$ cat src/rtl/mat_mul_pkg.sv
// mat_mul_pkg: shared state encoding and index/width helpers for the matrix multiplier
package mat_mul_pkg;

    typedef enum logic [1:0] {
        IDLE    = 2'd0,
        COMPUTE = 2'd1,
        DONE    = 2'd2
    } state_t;

    // Flat bit offset of element (r,c) in a row-major packed matrix with cols columns of w bits
    function automatic int elem_off(input int r, input int c, input int cols, input int w);
        return (r * cols + c) * w;
    endfunction

    // Accumulator width: full product plus growth for the inner-dimension sum plus one guard bit
    function automatic int acc_width(input int w, input int ca);
        return 2 * w + $clog2(ca) + 1;
    endfunction

endpackage

$ cat src/rtl/mat_mul_mac.sv
// mat_mul_mac: unsigned W-bit multiply-accumulate with clear; output saturates when MMUL_SAT_EN is defined, else truncates
import mat_mul_pkg::*;

module mat_mul_mac #(
    parameter int W  = 8,
    parameter int CA = 2
) (
    input  logic         clk,
    input  logic         rst,
    input  logic         clr,
    input  logic         en,
    input  logic [W-1:0] a,
    input  logic [W-1:0] b,
    output logic [W-1:0] res
);

    localparam int AW = acc_width(W, CA);

    logic [AW-1:0]  acc;
    logic [AW-1:0]  sum;
    logic [2*W-1:0] prod;

    assign prod = a * b;
    assign sum  = acc + AW'(prod);

`ifdef MMUL_SAT_EN
    assign res = (|sum[AW-1:W]) ? {W{1'b1}} : sum[W-1:0];
`else
    logic unused_hi;
    assign unused_hi = ^sum[AW-1:W];
    assign res       = sum[W-1:0];
`endif

    // Accumulator: cleared on start and after each finished output element, otherwise adds one product per enabled cycle
    always_ff @(posedge clk) begin
        if (rst || clr)
            acc <= '0;
        else if (en)
            acc <= sum;
    end

endmodule

$ cat src/rtl/mat_mul.sv
// mat_mul: sequential C = A x B, one MAC per clock over a row-major walk of C; MMUL_SAT_EN selects saturating result elements
import mat_mul_pkg::*;

module mat_mul #(
    parameter int RA = 3,
    parameter int CA = 2,
    parameter int RB = 2,
    parameter int CB = 4,
    parameter int W  = 8
) (
    input  logic                clk,
    input  logic                rst,
    input  logic                enable,
    input  logic [RA*CA*W-1:0]  A,
    input  logic [RB*CB*W-1:0]  B,
    output logic [RA*CB*W-1:0]  C,
    output logic                completed
);

    if (RB != CA) begin : g_dim_check
        $fatal(1, "mat_mul: RB (%0d) must equal CA (%0d)", RB, CA);
    end

    localparam int IW = (RA > 1) ? $clog2(RA) : 1;
    localparam int JW = (CB > 1) ? $clog2(CB) : 1;
    localparam int KW = (CA > 1) ? $clog2(CA) : 1;

    state_t state, state_n;

    logic [RA*CA*W-1:0] a_r;
    logic [RB*CB*W-1:0] b_r;
    logic [IW-1:0]      i;
    logic [JW-1:0]      j;
    logic [KW-1:0]      k;
    logic               last_i, last_j, last_k, last_all;
    logic               in_idle, in_compute;
    logic [W-1:0]       a_sel, b_sel, res;

    assign last_i     = i == IW'(RA - 1);
    assign last_j     = j == JW'(CB - 1);
    assign last_k     = k == KW'(CA - 1);
    assign last_all   = last_i && last_j && last_k;
    assign in_idle    = state == IDLE;
    assign in_compute = state == COMPUTE;
    assign a_sel      = a_r[elem_off(int'(i), int'(k), CA, W) +: W];
    assign b_sel      = b_r[elem_off(int'(k), int'(j), CB, W) +: W];

    mat_mul_mac #(.W(W), .CA(CA)) u_mac (
        .clk (clk),
        .rst (rst),
        .clr (in_idle || (in_compute && last_k)),
        .en  (in_compute),
        .a   (a_sel),
        .b   (b_sel),
        .res (res)
    );

    // State register
    always_ff @(posedge clk) begin
        state <= rst ? IDLE : state_n;
    end

    // Next state: start on enable, finish on the last MAC, rearm only once enable drops
    always_comb begin
        state_n = state;
        if (in_idle && enable)
            state_n = COMPUTE;
        else if (in_compute && last_all)
            state_n = DONE;
        else if (state == DONE && !enable)
            state_n = IDLE;
    end

    // Operand capture, index walk over (i,j,k), result write-back and completion flag
    always_ff @(posedge clk) begin
        if (rst) begin
            a_r       <= '0;
            b_r       <= '0;
            C         <= '0;
            i         <= '0;
            j         <= '0;
            k         <= '0;
            completed <= 1'b0;
        end else if (in_idle) begin
            completed <= 1'b0;
            if (enable) begin
                a_r <= A;
                b_r <= B;
                i   <= '0;
                j   <= '0;
                k   <= '0;
            end
        end else if (in_compute) begin
            k <= last_k ? '0 : k + KW'(1);
            if (last_k) begin
                C[elem_off(int'(i), int'(j), CB, W) +: W] <= res;
                j <= last_j ? '0 : j + JW'(1);
                if (last_j)
                    i <= last_i ? '0 : i + IW'(1);
            end
            if (last_all)
                completed <= 1'b1;
        end else if (!enable) begin
            completed <= 1'b0;
        end
    end

endmodule

$ cat config.mk
export PLATFORM = sky130hd
export DESIGN_NAME = mat_mul
export DESIGN_NICKNAME = d
export VERILOG_FILES = /design/src/rtl/mat_mul_pkg.sv /design/src/rtl/mat_mul_mac.sv /design/src/rtl/mat_mul.sv
export SDC_FILE = /design/constraint.sdc
export NUM_CORES = 1
export LEC_CHECK = 0
export ABC_AREA = 1
export ABC_CLOCK_PERIOD_IN_PS = 10300
export BUFFER_PORTS_ARGS = -buffer_cell sky130_fd_sc_hd__clkbuf_2
export CORE_UTILIZATION = 40
export DETAILED_ROUTE_END_ITERATION = 8
export HOLD_SLACK_MARGIN = 0.08
export PLACE_DENSITY = 0.62
export SLEW_MARGIN = 5
export SYNTH_ARGS = -nofsm -noshare
export SYNTH_HDL_FRONTEND = slang
export SYNTH_SLANG_ARGS = --single-unit
$ cat constraint.sdc
create_clock -name clk -period 10.3 [get_ports clk]
set_input_delay 2.06 -clock clk [delete_from_list [all_inputs] [get_ports clk]]
set_output_delay 2.06 -clock clk [all_outputs]
set_load 0.01 [all_outputs]
==> impl_metrics.ini <==
[global_route]
grt.overflow.total = 0
grt_pass1_vias = 9515
grt_max_degree = 121
grt_usage_pct = 22.4
grt_pass1_wl_um = 48400
antenna_found_initial = 0

[pwr]
power_frac_clock_pct = 38.2
p_int_uw = 1590
switchingPower_uw = 714
p_sw_share_pct = 31.0
seq_power_share_pct = 40.6
leakage_uw = 0.00575
combPwrFrac_pct = 21.1
cellPowerDensity_nw_per_um2 = 184
vdd_ir_drop_max_v = 0.000101

[worst_setup_path]
worstSetupPathType = reg2reg
cp.required_ps = 10740
end_kind = flop
crit_top_cell = nand2_1
critical-path-slowest-cell = dfxtp_1
arrival_ps = 6340
reg2reg_depth = 30
reg2reg_slack_ps = 4400
worst_path_largest_cell_delay_ps = 930
r2r_end = C[79]
critPathLaunch = j[1]
crit_fanout = 24
rr_startpoint = j[1]
cp-start-kind = flop

[route]
dr.first_iter.drc_count = 742
drtAntennaViolNets = 0
wl_um = 30400
wl_met1_um = 13700
viasPerCell = 5.08
dr_wl_met2_um = 14100
dr_wl_met3_um = 1740
drc = 11
top_layer = met4
drt_pass1_iterations = 7
via_count = 9950
post_drt_wl_per_cell_um = 15.5

[hold_path]
hp-class = reg2reg
hold_depth = 2
min-delay-start = a_r[25]
hold_end = a_r[25]

[status]
violations = DRC
outcome = finished with violations

[synthesis]
synth_cells = 1455
ys_warn_count = 0
postSynth.asyncResetShare_pct = 0
synth_edf_count = 0
synth_area_um2 = 10700
synthFlopType = dfxtp_1
syn_nets = 1610
synth_area_leaders = dfxtp_1 42%, o21ai_0 9.5%, nor2_1 7.9%
yosysSeqAreaShare_pct = 42.1
synth_area_leader_cell = dfxtp_1
synth_top_area_share_pct = 42.1
ys_seq_elements = 224
synth_cell_types = 43
postSynthAreaPerCell_um2 = 7.33

[timing]
rsz0062_at_grt = no
hold_violations = 0
setup_violations = 0
tns_ps = 0
maxSlewViolCount = 0
skew_ps = 16.4
period_share_pct = 57.3
tightestPinTransition_ps = 1060
slew_headroom_pct = 28.9
max_freq_ghz = 0.169
fin_crit_ps = 5900

[cells_and_area]
multi_input_area_um2 = 5080
seq_area_um2 = 4490
syn_to_final_growth_pct = 17.4
fin_nets = 1766
drive_gt1_share_pct = 19.0
final_cell_mix = 222 x dfxtp_1, 222 x nor2_1, 211 x clkbuf_2, 202 x o21ai_0, 175 x nand2_1
final_util_pct = 47.9
nFillCells = 2713
antenna-diode-count = 0

[cts]
clock_insertion_delay_worst_skew_ps = 520
cts-root-buf = clkbuf_16
htreeDepth = 1
ctsResizeCount = 0
cts_sinks = 224
clock_path_buffers = 3
clk_pin_slew_worst_paths_ps = 60
cts_hold_buffers = 0
cts_buffers = 25
post_cts_buffers = 0
cts_tree = built

[placed_design]
place_congestion = 0.916
dp_hpwl_um = 21700
io_buffers = 211

[floorplanning]
core_um2 = 26100
rows = 59
die-area_um2 = 27300
die_w_um = 165
start_util_pct = 40.8
io_pins = 212
die_h_um = 165

[job]
cap_violations = 0
routing by layer:
layer	global-route usage (%)	up-vias
li1	-	5046
met1	29.6	4569
met5	0	-
met4	7.34	0
met3	3.30	49
met2	37.3	286
cells by family (layout without fill, tap and decap cells):
kind of cell / after synthesis / in the layout / synth area share, %
buffers and inverters: 256 / 426 / 10.3
adder cells (fa/ha/maj): 40 / 40 / 5.96
AO/OA/AOI/OAI: 390 / 390 / 19.3
AND/OR/NAND/NOR: 542 / 542 / 22.1
XOR/XNOR: 3 / 3 / 0.246
flip-flops: 224 / 224 / 42.1
power groups by stage:
stage / Sequential [uW] / Combinational, uW / Clock (uW)
floorplan: 939 / 354 / 0
global placement: 953 / 471 / 0
detailed placement: 954 / 481 / 0
CTS: 936 / 484 / 898
global route: 941 / 552 / 931
finish: 936 / 486 / 880
layout make-up:
type,instances,area share (%)
multi-input combinational,975,40.6
sequential,224,35.8
timing repair buffer,215,8.68
clock buffer,33,5.40
inverter,170,5.16
tap,335,3.35
clock inverter,8,0.950
critical path, delay by kind of cell (launching register included):
kind	cells	cell delay, ps
buffers and inverters	6	660
adder cells (fa/ha/maj)	5	2230
AO/OA/AOI/OAI	3	470
AND/OR/NAND/NOR	16	1530
flip-flops	1	930
synthesized netlist by cell type, types with 5 or more instances:
| cell type | instances |
|---|---|
| clkbuf_1 | 51 |
| inv_1 | 159 |
| nand3_2 | 8 |
| buf_4 | 13 |
| nand2_2 | 7 |
| buf_2 | 10 |
| inv_2 | 9 |
| nor2_1 | 223 |
| fa_1 | 18 |
| nand2_1 | 175 |
| a211oi_1 | 6 |
| ha_1 | 22 |
| o211ai_1 | 16 |
| dfxtp_1 | 224 |
| nor3_1 | 37 |
| nor2_4 | 5 |
| buf_6 | 9 |
| a21oi_1 | 149 |
| nor2_2 | 13 |
| nand3_1 | 61 |
| o21ai_1 | 5 |
| o21ai_0 | 202 |
metrics by stage:
step,total power [uW],cells,setup WS (ps),hold slack [ps],cell area [um^2]
6_report,2300,1960,4400,452,12500
4_1_cts,2320,1960,4380,454,12500
3_3_place_gp,1420,1919,4600,443,11700
2_1_floorplan,1290,1455,5580,429,10700
3_5_place_dp,1430,1919,4430,445,11700
5_1_grt,2420,1960,3830,472,12500
flip-flops by register name, summed over array words and instances (netlist names):
name / cells
k: 1
C: 96
u_mac.acc: 8
j: 2
b_r: 64
i: 2
a_r: 48
state: 2
completed: 1
worst max path at each step:
stage,end,depth (start not counted)
after floorplan,u_mac.acc[7],31
after detailed placement,C[95],30
after global placement,C[47],30
after global routing,C[95],29
final,C[79],30
after CTS,C[95],30
(Power assumes the default switching activity.)
